===== config.mk =====
export PLATFORM = sky130hd
export DESIGN_NAME = tail_deframer_flat
export DESIGN_NICKNAME = d
export VERILOG_FILES = /design/src/rtl/tail_deframer_if.sv /design/src/rtl/tail_deframer.sv /design/src/flat_wrapper.sv
export SDC_FILE = /design/constraint.sdc
export NUM_CORES = 1
export LEC_CHECK = 0
export ABC_AREA = 1
export BUFFER_PORTS_ARGS = -buffer_cell sky130_fd_sc_hd__buf_4
export CELL_PAD_IN_SITES_DETAIL_PLACEMENT = 1
export CELL_PAD_IN_SITES_GLOBAL_PLACEMENT = 2
export CORE_UTILIZATION = 36
export DETAILED_ROUTE_END_ITERATION = 16
export PLACE_DENSITY_LB_ADDON = 0.15
export REMOVE_ABC_BUFFERS = 1
export SKIP_LAST_GASP = 1
export SYNTH_ARGS = -nofsm -noshare
export SYNTH_HDL_FRONTEND = slang
export SYNTH_SLANG_ARGS = --single-unit

===== constraint.sdc =====
create_clock -name clk_i -period 2.3 [get_ports clk_i]
set_input_delay 0.46 -clock clk_i [delete_from_list [all_inputs] [get_ports clk_i]]
set_output_delay 0.46 -clock clk_i [all_outputs]
set_load 0.01 [all_outputs]

===== src/rtl/tail_deframer_if.sv =====
// Handshake bundle for the tail deframer: upstream packed bytes in,
// unpacked elements plus frame status pulses out.
interface tail_deframer_if #(
    parameter int BusWidth      = 8,
    parameter int UnpackedWidth = 1
);
    logic                     valid_i;
    logic                     ready_o;
    logic [BusWidth-1:0]      data_i;
    logic                     valid_o;
    logic                     ready_i;
    logic [UnpackedWidth-1:0] unpacked_o;
    logic                     last_o;
    logic                     frame_ok_o;
    logic                     frame_err_o;

    // Deframer side
    modport slave (
        input  valid_i, data_i, ready_i,
        output ready_o, valid_o, unpacked_o, last_o, frame_ok_o, frame_err_o
    );

    // Source/sink side (byte producer and element consumer)
    modport master (
        output valid_i, data_i, ready_i,
        input  ready_o, valid_o, unpacked_o, last_o, frame_ok_o, frame_err_o
    );
endinterface


===== src/rtl/tail_deframer.sv =====
// Tail deframer: unpacks bus bytes into elements for one frame payload,
// then checks a two-byte tail, hunting for the tail pattern on mismatch.
module tail_deframer #(
    parameter int         UnpackedWidth  = 1,
    parameter int         PackedNum      = 8,
    parameter int         PacketLenElems = 75644,
    parameter logic [7:0] TailByte0      = 8'hA5,
    parameter logic [7:0] TailByte1      = 8'h5A
) (
    input logic           clk_i,
    input logic           rst_ni,
    tail_deframer_if.slave bus
);

    localparam int BusWidth     = UnpackedWidth * PackedNum;
    localparam int PayloadBytes = (PacketLenElems + PackedNum - 1) / PackedNum;
    localparam int ElemW        = (PacketLenElems > 1) ? $clog2(PacketLenElems) : 1;
    localparam int SubW         = (PackedNum > 1) ? $clog2(PackedNum) : 1;

    localparam logic [ElemW-1:0]    ElemLast = ElemW'(PacketLenElems - 1);
    localparam logic [SubW-1:0]     SubLast  = SubW'(PackedNum - 1);
    localparam logic [BusWidth-1:0] Tail0    = BusWidth'(TailByte0);
    localparam logic [BusWidth-1:0] Tail1    = BusWidth'(TailByte1);

    typedef enum logic [2:0] {
        PAYLOAD,
        TAIL0,
        TAIL1,
        HUNT0,
        HUNT1
    } state_e;

    state_e state_q, state_d;
    logic   ok_q, ok_d;
    logic   err_q, err_d;

    logic [PackedNum-1:0][UnpackedWidth-1:0] hold_q;
    logic                                    hold_valid_q;
    logic [SubW-1:0]                         sub_q;
    logic [ElemW-1:0]                        elem_q;

    logic in_payload;
    logic byte_hs;
    logic elem_hs;
    logic elem_at_last;

    assign in_payload   = (state_q == PAYLOAD);
    assign elem_at_last = (elem_q == ElemLast);

    assign bus.ready_o     = in_payload ? !hold_valid_q : 1'b1;
    assign bus.valid_o     = in_payload && hold_valid_q;
    assign bus.unpacked_o  = bus.valid_o ? hold_q[sub_q] : '0;
    assign bus.last_o      = bus.valid_o && elem_at_last;
    assign bus.frame_ok_o  = ok_q;
    assign bus.frame_err_o = err_q;

    assign byte_hs = bus.valid_i && bus.ready_o;
    assign elem_hs = bus.valid_o && bus.ready_i;

    // State register and registered status pulses
    always_ff @(posedge clk_i or negedge rst_ni) begin
        if (!rst_ni) begin
            state_q <= PAYLOAD;
            ok_q    <= 1'b0;
            err_q   <= 1'b0;
        end else begin
            state_q <= state_d;
            ok_q    <= ok_d;
            err_q   <= err_d;
        end
    end

    // Next-state: leave payload on the final element, then tail check / hunt
    always_comb begin
        state_d = state_q;
        ok_d    = 1'b0;
        err_d   = 1'b0;
        case (state_q)
            PAYLOAD: begin
                if (elem_hs && elem_at_last) state_d = TAIL0;
            end
            TAIL0: begin
                if (byte_hs) begin
                    if (bus.data_i == Tail0) begin
                        state_d = TAIL1;
                    end else begin
                        err_d   = 1'b1;
                        state_d = HUNT0;
                    end
                end
            end
            TAIL1: begin
                if (byte_hs) begin
                    if (bus.data_i == Tail1) begin
                        ok_d    = 1'b1;
                        state_d = PAYLOAD;
                    end else begin
                        err_d   = 1'b1;
                        state_d = HUNT0;
                    end
                end
            end
            HUNT0: begin
                if (byte_hs && bus.data_i == Tail0) state_d = HUNT1;
            end
            HUNT1: begin
                if (byte_hs) begin
                    if (bus.data_i == Tail1)      state_d = PAYLOAD;
                    else if (bus.data_i == Tail0) state_d = HUNT1;
                    else                          state_d = HUNT0;
                end
            end
            default: state_d = PAYLOAD;
        endcase
    end

    // Hold register and element counters; padding of the final byte is
    // dropped because the hold clears on the frame's last element
    always_ff @(posedge clk_i or negedge rst_ni) begin
        if (!rst_ni) begin
            hold_q       <= '0;
            hold_valid_q <= 1'b0;
            sub_q        <= '0;
            elem_q       <= '0;
        end else if (byte_hs && in_payload) begin
            hold_q       <= bus.data_i;
            hold_valid_q <= 1'b1;
            sub_q        <= '0;
        end else if (elem_hs) begin
            if (sub_q == SubLast || elem_at_last) begin
                hold_valid_q <= 1'b0;
                sub_q        <= '0;
            end else begin
                sub_q <= sub_q + 1'b1;
            end
            elem_q <= elem_at_last ? '0 : elem_q + 1'b1;
        end
    end

    // Element index always lies within the byte-rounded payload
    assert property (@(posedge clk_i) disable iff (!rst_ni)
        32'(elem_q) < PayloadBytes * PackedNum);

endmodule

===== src/flat_wrapper.sv =====
// flat-port wrapper written by rule: the top's interface ports become plain ports
module tail_deframer_flat 
#(
    parameter int         UnpackedWidth  = 1,
    parameter int         PackedNum      = 8,
    parameter int         PacketLenElems = 75644,
    parameter logic [7:0] TailByte0      = 8'hA5,
    parameter logic [7:0] TailByte1      = 8'h5A
)
  (clk_i, rst_ni, bus_valid_i, bus_data_i, bus_ready_i, bus_ready_o, bus_valid_o, bus_unpacked_o, bus_last_o, bus_frame_ok_o, bus_frame_err_o);
  tail_deframer_if #(.UnpackedWidth(UnpackedWidth)) bus_i ();
  input logic clk_i;
  input logic rst_ni;
  input wire logic [$bits(bus_i.valid_i)-1:0] bus_valid_i;
  input wire logic [$bits(bus_i.data_i)-1:0] bus_data_i;
  input wire logic [$bits(bus_i.ready_i)-1:0] bus_ready_i;
  output wire logic [$bits(bus_i.ready_o)-1:0] bus_ready_o;
  output wire logic [$bits(bus_i.valid_o)-1:0] bus_valid_o;
  output wire logic [$bits(bus_i.unpacked_o)-1:0] bus_unpacked_o;
  output wire logic [$bits(bus_i.last_o)-1:0] bus_last_o;
  output wire logic [$bits(bus_i.frame_ok_o)-1:0] bus_frame_ok_o;
  output wire logic [$bits(bus_i.frame_err_o)-1:0] bus_frame_err_o;
  assign bus_i.valid_i = bus_valid_i;
  assign bus_i.data_i = bus_data_i;
  assign bus_i.ready_i = bus_ready_i;
  assign bus_ready_o = bus_i.ready_o;
  assign bus_valid_o = bus_i.valid_o;
  assign bus_unpacked_o = bus_i.unpacked_o;
  assign bus_last_o = bus_i.last_o;
  assign bus_frame_ok_o = bus_i.frame_ok_o;
  assign bus_frame_err_o = bus_i.frame_err_o;
  tail_deframer #(.UnpackedWidth(UnpackedWidth), .PackedNum(PackedNum), .PacketLenElems(PacketLenElems), .TailByte0(TailByte0), .TailByte1(TailByte1)) u_core (.clk_i(clk_i), .rst_ni(rst_ni), .bus(bus_i));
endmodule

==> metrics.txt, run 1 <==
Pleak 1.14 nW; initial antenna violation count 0; row count 27; r2r worst-path depth 7; Starting Density 0.372; Cell variety after synth 28; CTS resizes 0; max-slew violations 0; Setup Skew roughly 0.0064 ns; post-layout instance area between 2000 and 2500 sq um; reg2reg start u_core.state_q[1]; die width a little under 80 um; Register-to-Register Setup Slack 0.61 ns; reg-to-reg critical path endpoint u_core.elem_q[8]; CP Buf/Inv Count 2; Fin Setup TNS 0 ns; slowest cell delay on critical path around 0.38 ns; Max stage delay cell, worst path dfrtp_1; vias 1872; DR iter-0 viols 82; P&R area growth vs syn 12.4%; largest net degree at the start of global routing 35; status completed; DP HPWL roughly 4000 um; drt first pass iters 4; dpl cell area 2210 sq um; Yosys top cell area share 0.418; DRT antenna net count 0; Tcrit/Tclk final 0.925; Yosys top cell by area dfrtp_1; Layout Nets between 300 and 400; Cell Chain, Critical Path ha_2 -> nand2_1 -> inv_1 -> nand2_1 -> nor2_1 -> nand2_2 -> nor2_1 -> buf_4; Hold WS 0.116 ns; wire per inst about 14 um; Worst VDD drop ~0.52 mV; root buf cell clkbuf_8; #FFs+latches synth 34; most frequent cells in the layout 69 x nand2_1, 39 x nor2_1, 34 x dfrtp_1, 32 x inv_1, 29 x nand3_1; Die Ht approximately 77 um; total track usage 0.197; Max Fclk roughly 470 MHz; grt ovf 0; RD Place Congestion ~0.76; CTS Hold Bufs 0; CP top delay family simple AND/OR/NAND/NOR gates; Ant. Diodes 0; Synth Area per Inst 7.24 sq um; WP data arrival ~1.7 ns; clock latency on the worst-skew pair 0.29 ns; Synth area leaders dfrtp_1 42%, nand2_1 13%, nor2_1 7.2%; maximum fanout along the worst path 6; slew at the pin with the worst max-slew slack roughly 0.47 ns; DRC 0; Syn Inst Count approximately 280; Pwr per Cell Area approximately 1100 nW/um^2; Final Hold Violating Endpoints 0; Worst setup SP type flip-flop; vias in the first global route a little under 2k; RSZ-0062 raised after global routing false; CTS buffer count 5; Seq/Total Area, Yosys 0.418; CTS clk-pin slew, worst paths approximately 0.07 ns; most common cell after layout, fill and taps aside nand2_1; Core ar. approximately 5500 sq um; I/O Buffers 17; number of synthesis warnings 0; slew margin rel. 0.681; setup violators final 0; Synth Cell Area a little over 2000 sq um; final WL a little over 5000 um; CP endpoint kind output pin; Sink Count 34; io pins 18; H-tree depth 2; minimum clock period after layout roughly 2.1 ns; clock buffer depth 2; CTS tree yes; die area 5960 sq um; layout cell share with drive strength beyond 1 0.123; Post-Route Utilization 0.418; # Max-Cap Violations 0; Worst EP required approximately 1.8 ns; critical path type flip-flop to output pin; via-per-instance ratio about 5.0; Worst Hold Class input pin to asynchronous set/reset pin; first-pass GRT wire length 9110 um; Post-CTS Setup Bufs 0
## state kept, by name, summed over array words and instances (netlist names)
name,count
u_core.elem_q,17
u_core.hold_q,8
u_core.state_q,3
u_core.sub_q,3
u_core.bus.frame_err_o,1
u_core.bus.frame_ok_o,1
u_core.hold_valid_q,1
## cells by family (layout without fill, tap and decap cells)
family / after synthesis / in the layout / synth area share
mux: 1 / 1 / 0.00492
fa+ha+maj: 3 / 3 / 0.0184
compound gates: 33 / 33 / 0.0842
flops: 34 / 34 / 0.418
buf+inv: 41 / 60 / 0.0910
simple gates: 164 / 164 / 0.362
xor+xnor: 5 / 5 / 0.0215
## worst max path at each step
stage	startpoint	endpoint	depth (start not counted)	slack, ns
finish	u_core.elem_q[0]	bus_last_o	8	0.17
global route	u_core.elem_q[0]	bus_last_o	8	0.03
CTS	u_core.elem_q[0]	bus_last_o	8	0.08
detailed placement	u_core.elem_q[0]	bus_last_o	8	0.41
global placement	u_core.elem_q[0]	bus_last_o	8	0.48
floorplan	u_core.elem_q[0]	bus_last_o	7	0.62
## worst reg2reg max path, stage by stage (launching register included)
cell	delay (ns)
dfrtp_1	0.45
nor2_4	0.18
nand3_4	0.13
nor2_4	0.25
buf_4	0.24
nand2_1	0.09
o21ai_0	0.18
a21oi_1	0.06
## per-layer routing
metal  wire, um  track usage
met3        135       0.0452
met4        100       0.0830
met2       2600        0.341
met5          0            0
met1       2360        0.231
## synthesized netlist by cell type
cell type and number:
nor3_2 1, nor2_1 39, nand3_4 1, dfrtp_1 34, buf_6 4, clkbuf_1 1
nor3_1 8, nand3b_1 1, nand2_1 70, xor2_1 3, xnor2_1 2, nand4_1 8
mux2i_1 1, o31ai_1 1, buf_2 1, nand3_2 1, o21ai_1 3, o21a_1 1
nand3_1 29, nor2_4 2, inv_1 32, inv_2 3, ha_1 3, a21oi_1 11
o21ai_0 16, o22ai_1 1, nor2_2 2, nand2_2 2
## layout make-up
type,count,area [sq um]
clock buffer,7,76.3
fill,723,3180
inverter,35,131
multi-input combinational,206,1000
sequential,34,851
tap,72,90.1
timing repair buffer,18,135
## report_power, final
| group | internal, mW | switching, mW |
|---|---|---|
| registers | 0.791 | 0.210 |
| logic | 0.393 | 0.668 |
| clock network | 0.209 | 0.217 |
## stage by stage
step,setup WS (ns),power (mW),cells
floorplan,0.617,1.72,275
global placement,0.475,2.06,365
detailed placement,0.415,2.08,365
CTS,0.0799,2.53,372
global route,0.0307,2.74,372
finish,0.173,2.49,372
Note: power is estimated with default switching activity, not from simulation.
==> run 2, diff against run 1 <==
--- a/config.mk
+++ b/config.mk
@@ -9,7 +9,8 @@
 export BUFFER_PORTS_ARGS = -buffer_cell sky130_fd_sc_hd__buf_4
 export CELL_PAD_IN_SITES_DETAIL_PLACEMENT = 1
 export CELL_PAD_IN_SITES_GLOBAL_PLACEMENT = 2
-export CORE_UTILIZATION = 36
+export CORE_UTILIZATION = 30
+export CTS_CLUSTER_DIAMETER = 200
 export DETAILED_ROUTE_END_ITERATION = 16
 export PLACE_DENSITY_LB_ADDON = 0.15
 export REMOVE_ABC_BUFFERS = 1
==> metrics.txt, run 2 (synthesis results as in run 1) <==
status completed; Top reg by flops u_core.elem_q; Tcrit/Tclk final 0.915 (-0.00986); clock latency on the worst-skew pair 0.29 ns (about the same); vias 1840 (-1.7%); reg2reg start u_core.elem_q[0]; Post-Route Utilization 0.366 (-0.0518); Sw Ratio 0.408 (-0.0317); root buf cell clkbuf_8; Setup Skew 0.00489 ns (-0.00150 ns); die width 84.4 um (+9.3%); Ant. Diodes 0 (unchanged); largest net degree at the start of global routing 35 (unchanged); Hold WS 0.115 ns (-0.00143 ns); Worst EP required 1.84 ns (about the same); die area 7120 sq um (+19%); Post-CTS Setup Bufs 0 (unchanged); setup violators final 0 (unchanged); final WL 5390 um (+3.6%); I/O Buffers 17 (unchanged); Clock power frac 0.249 (+0.078); Layout Nets 316 (+0.32%); WP data arrival 1.64 ns (-0.03 ns); wire per inst 14.2 um (+1.7%); Worst Hold Class input pin to asynchronous set/reset pin; maximum fanout along the worst path 6 (unchanged); reg-to-reg critical path endpoint u_core.state_q[0]; Core ar. 6460 sq um (+18%); critical path type flip-flop to output pin; max reg flops 17 (unchanged); first-pass GRT wire length 9550 um (+4.8%); total track usage 0.170 (-0.0263); slew margin rel. 0.679 (-0.00182); initial antenna violation count 0 (unchanged); Critical Path Start u_core.elem_q[0]; most common cell after layout, fill and taps aside nand2_1; sequential power share 0.358 (-0.045); Fin Setup TNS 0 ns (unchanged); most frequent cells in the layout 69 x nand2_1, 38 x nor2_1, 34 x dfrtp_1, 32 x inv_1, 29 x nand3_1; DRT antenna net count 0 (unchanged); Register-to-Register Setup Slack 0.65 ns (+0.04 ns); CTS buffer count 5 (unchanged); CTS clk-pin slew, worst paths 0.08 ns (about the same); H-tree depth 2 (unchanged); Worst VDD drop 0.421 mV (-20%); largest registers u_core.elem_q x17, u_core.hold_q x8; r2r worst-path depth 11 (+4); RD Place Congestion 0.773 (+2.2%); Pleak 1.18 nW (+3.1%); io pins 18 (unchanged); Die Ht 84.4 um (+9.3%); via-per-instance ratio 4.85 (-3.5%); DP Cell Count 371 (+1.6%); Worst setup SP type flip-flop; Pint 1.63 mW (+17%); drt first pass iters 4 (unchanged); combinational fraction of design power 0.393 (-0.033); vias in the first global route 1987 (+1.0%); Psw 1.12 mW (+2.7%); Final Hold Violating Endpoints 0 (unchanged); # Max-Cap Violations 0 (unchanged); max-slew violations 0 (unchanged); row count 29 (+7.4%); DR iter-0 viols 37 (-55%); minimum clock period after layout 2.10 ns (-0.0227 ns); DP HPWL 4070 um (+2.4%); CP endpoint kind output pin; Max Fclk 475 MHz (+1.1%); Starting Density 0.315 (-0.0568); clock buffer depth 2 (unchanged); Pwr per Cell Area 1160 nW/um^2 (+7.1%); DRC 0 (unchanged); grt ovf 0 (unchanged); P&R area growth vs syn 16.2%; Sink Count 34 (unchanged); slew at the pin with the worst max-slew slack 0.478 ns (+0.00271 ns); CTS tree yes; layout cell share with drive strength beyond 1 0.139 (+0.0157); RSZ-0062 raised after global routing false; Final Non-Filler Cells 379 (+1.9%)
[run 2: changes by cell type in the layout (fill, tap and decap cells not counted)]
cell / delta
clkinv_4: +1
buf_4: +1
nor2_1: -1
clkbuf_1: -2
bufinv_16: +2
nor2_2: +1
[run 2: routing by layer]
metal / share of wire / vias up / global-route usage
met2: 0.49 / 24 / 0.306
met1: 0.45 / 862 / 0.197
met4: 0.013 / 0 / 0.0447
met3: 0.045 / 9 / 0.0531
li1: - / 945 / -
met5: 0 / - / 0
[run 2: cell type report]
cell class / count / area, sq um
Sequential cell: 34 / 851
Timing Repair Buffer: 19 / 143
Clock buffer: 5 / 68.8
Inverter: 35 / 131
Tap cell: 77 / 96.3
Clock inverter: 3 / 68.8
Multi-Input combinational cell: 206 / 1010
Fill cell: 840 / 4090
[run 2: metrics by stage]
stage	worst slack [ns]	power, mW	cell area (sq um)
final	0.195	2.75	2370
after global routing	0.0352	3.02	2370
after CTS	0.0649	2.80	2360
after detailed placement	0.407	2.10	2220
after global placement	0.454	2.09	2220
after floorplan	0.617	1.72	1980
[run 2: worst max path at each step]
stage	endpoint	slack, ns	cells after the start
final	bus_last_o	0.20	8
after global routing	bus_last_o	0.04	8
after CTS	bus_last_o	0.06	8
after detailed placement	bus_last_o	0.41	8
after global placement	bus_last_o	0.45	8
after floorplan	bus_last_o	0.62	7
[run 2: power groups by stage]
stage / clock network, mW / registers, mW / logic [mW]
finish: 0.687 / 0.985 / 1.08
global route: 0.738 / 1.02 / 1.27
CTS: 0.707 / 0.990 / 1.11
detailed placement: 0 / 1.00 / 1.10
global placement: 0 / 0.999 / 1.09
floorplan: 0 / 0.950 / 0.766
[run 2: repair_timing]
item | in CTS | in global routing
hold buffers | 0 | 0
setup endpoints to repair | 0 | 1
gates resized for setup | 0 | 3
[run 2: critical path: stages, from the launching register on]
cell,delay (ns)
dfrtp_1,0.38
ha_2,0.24
nand2_1,0.06
inv_1,0.06
nand2_1,0.08
nor2_2,0.16
nand2_2,0.12
nor2_1,0.12
buf_4,0.14
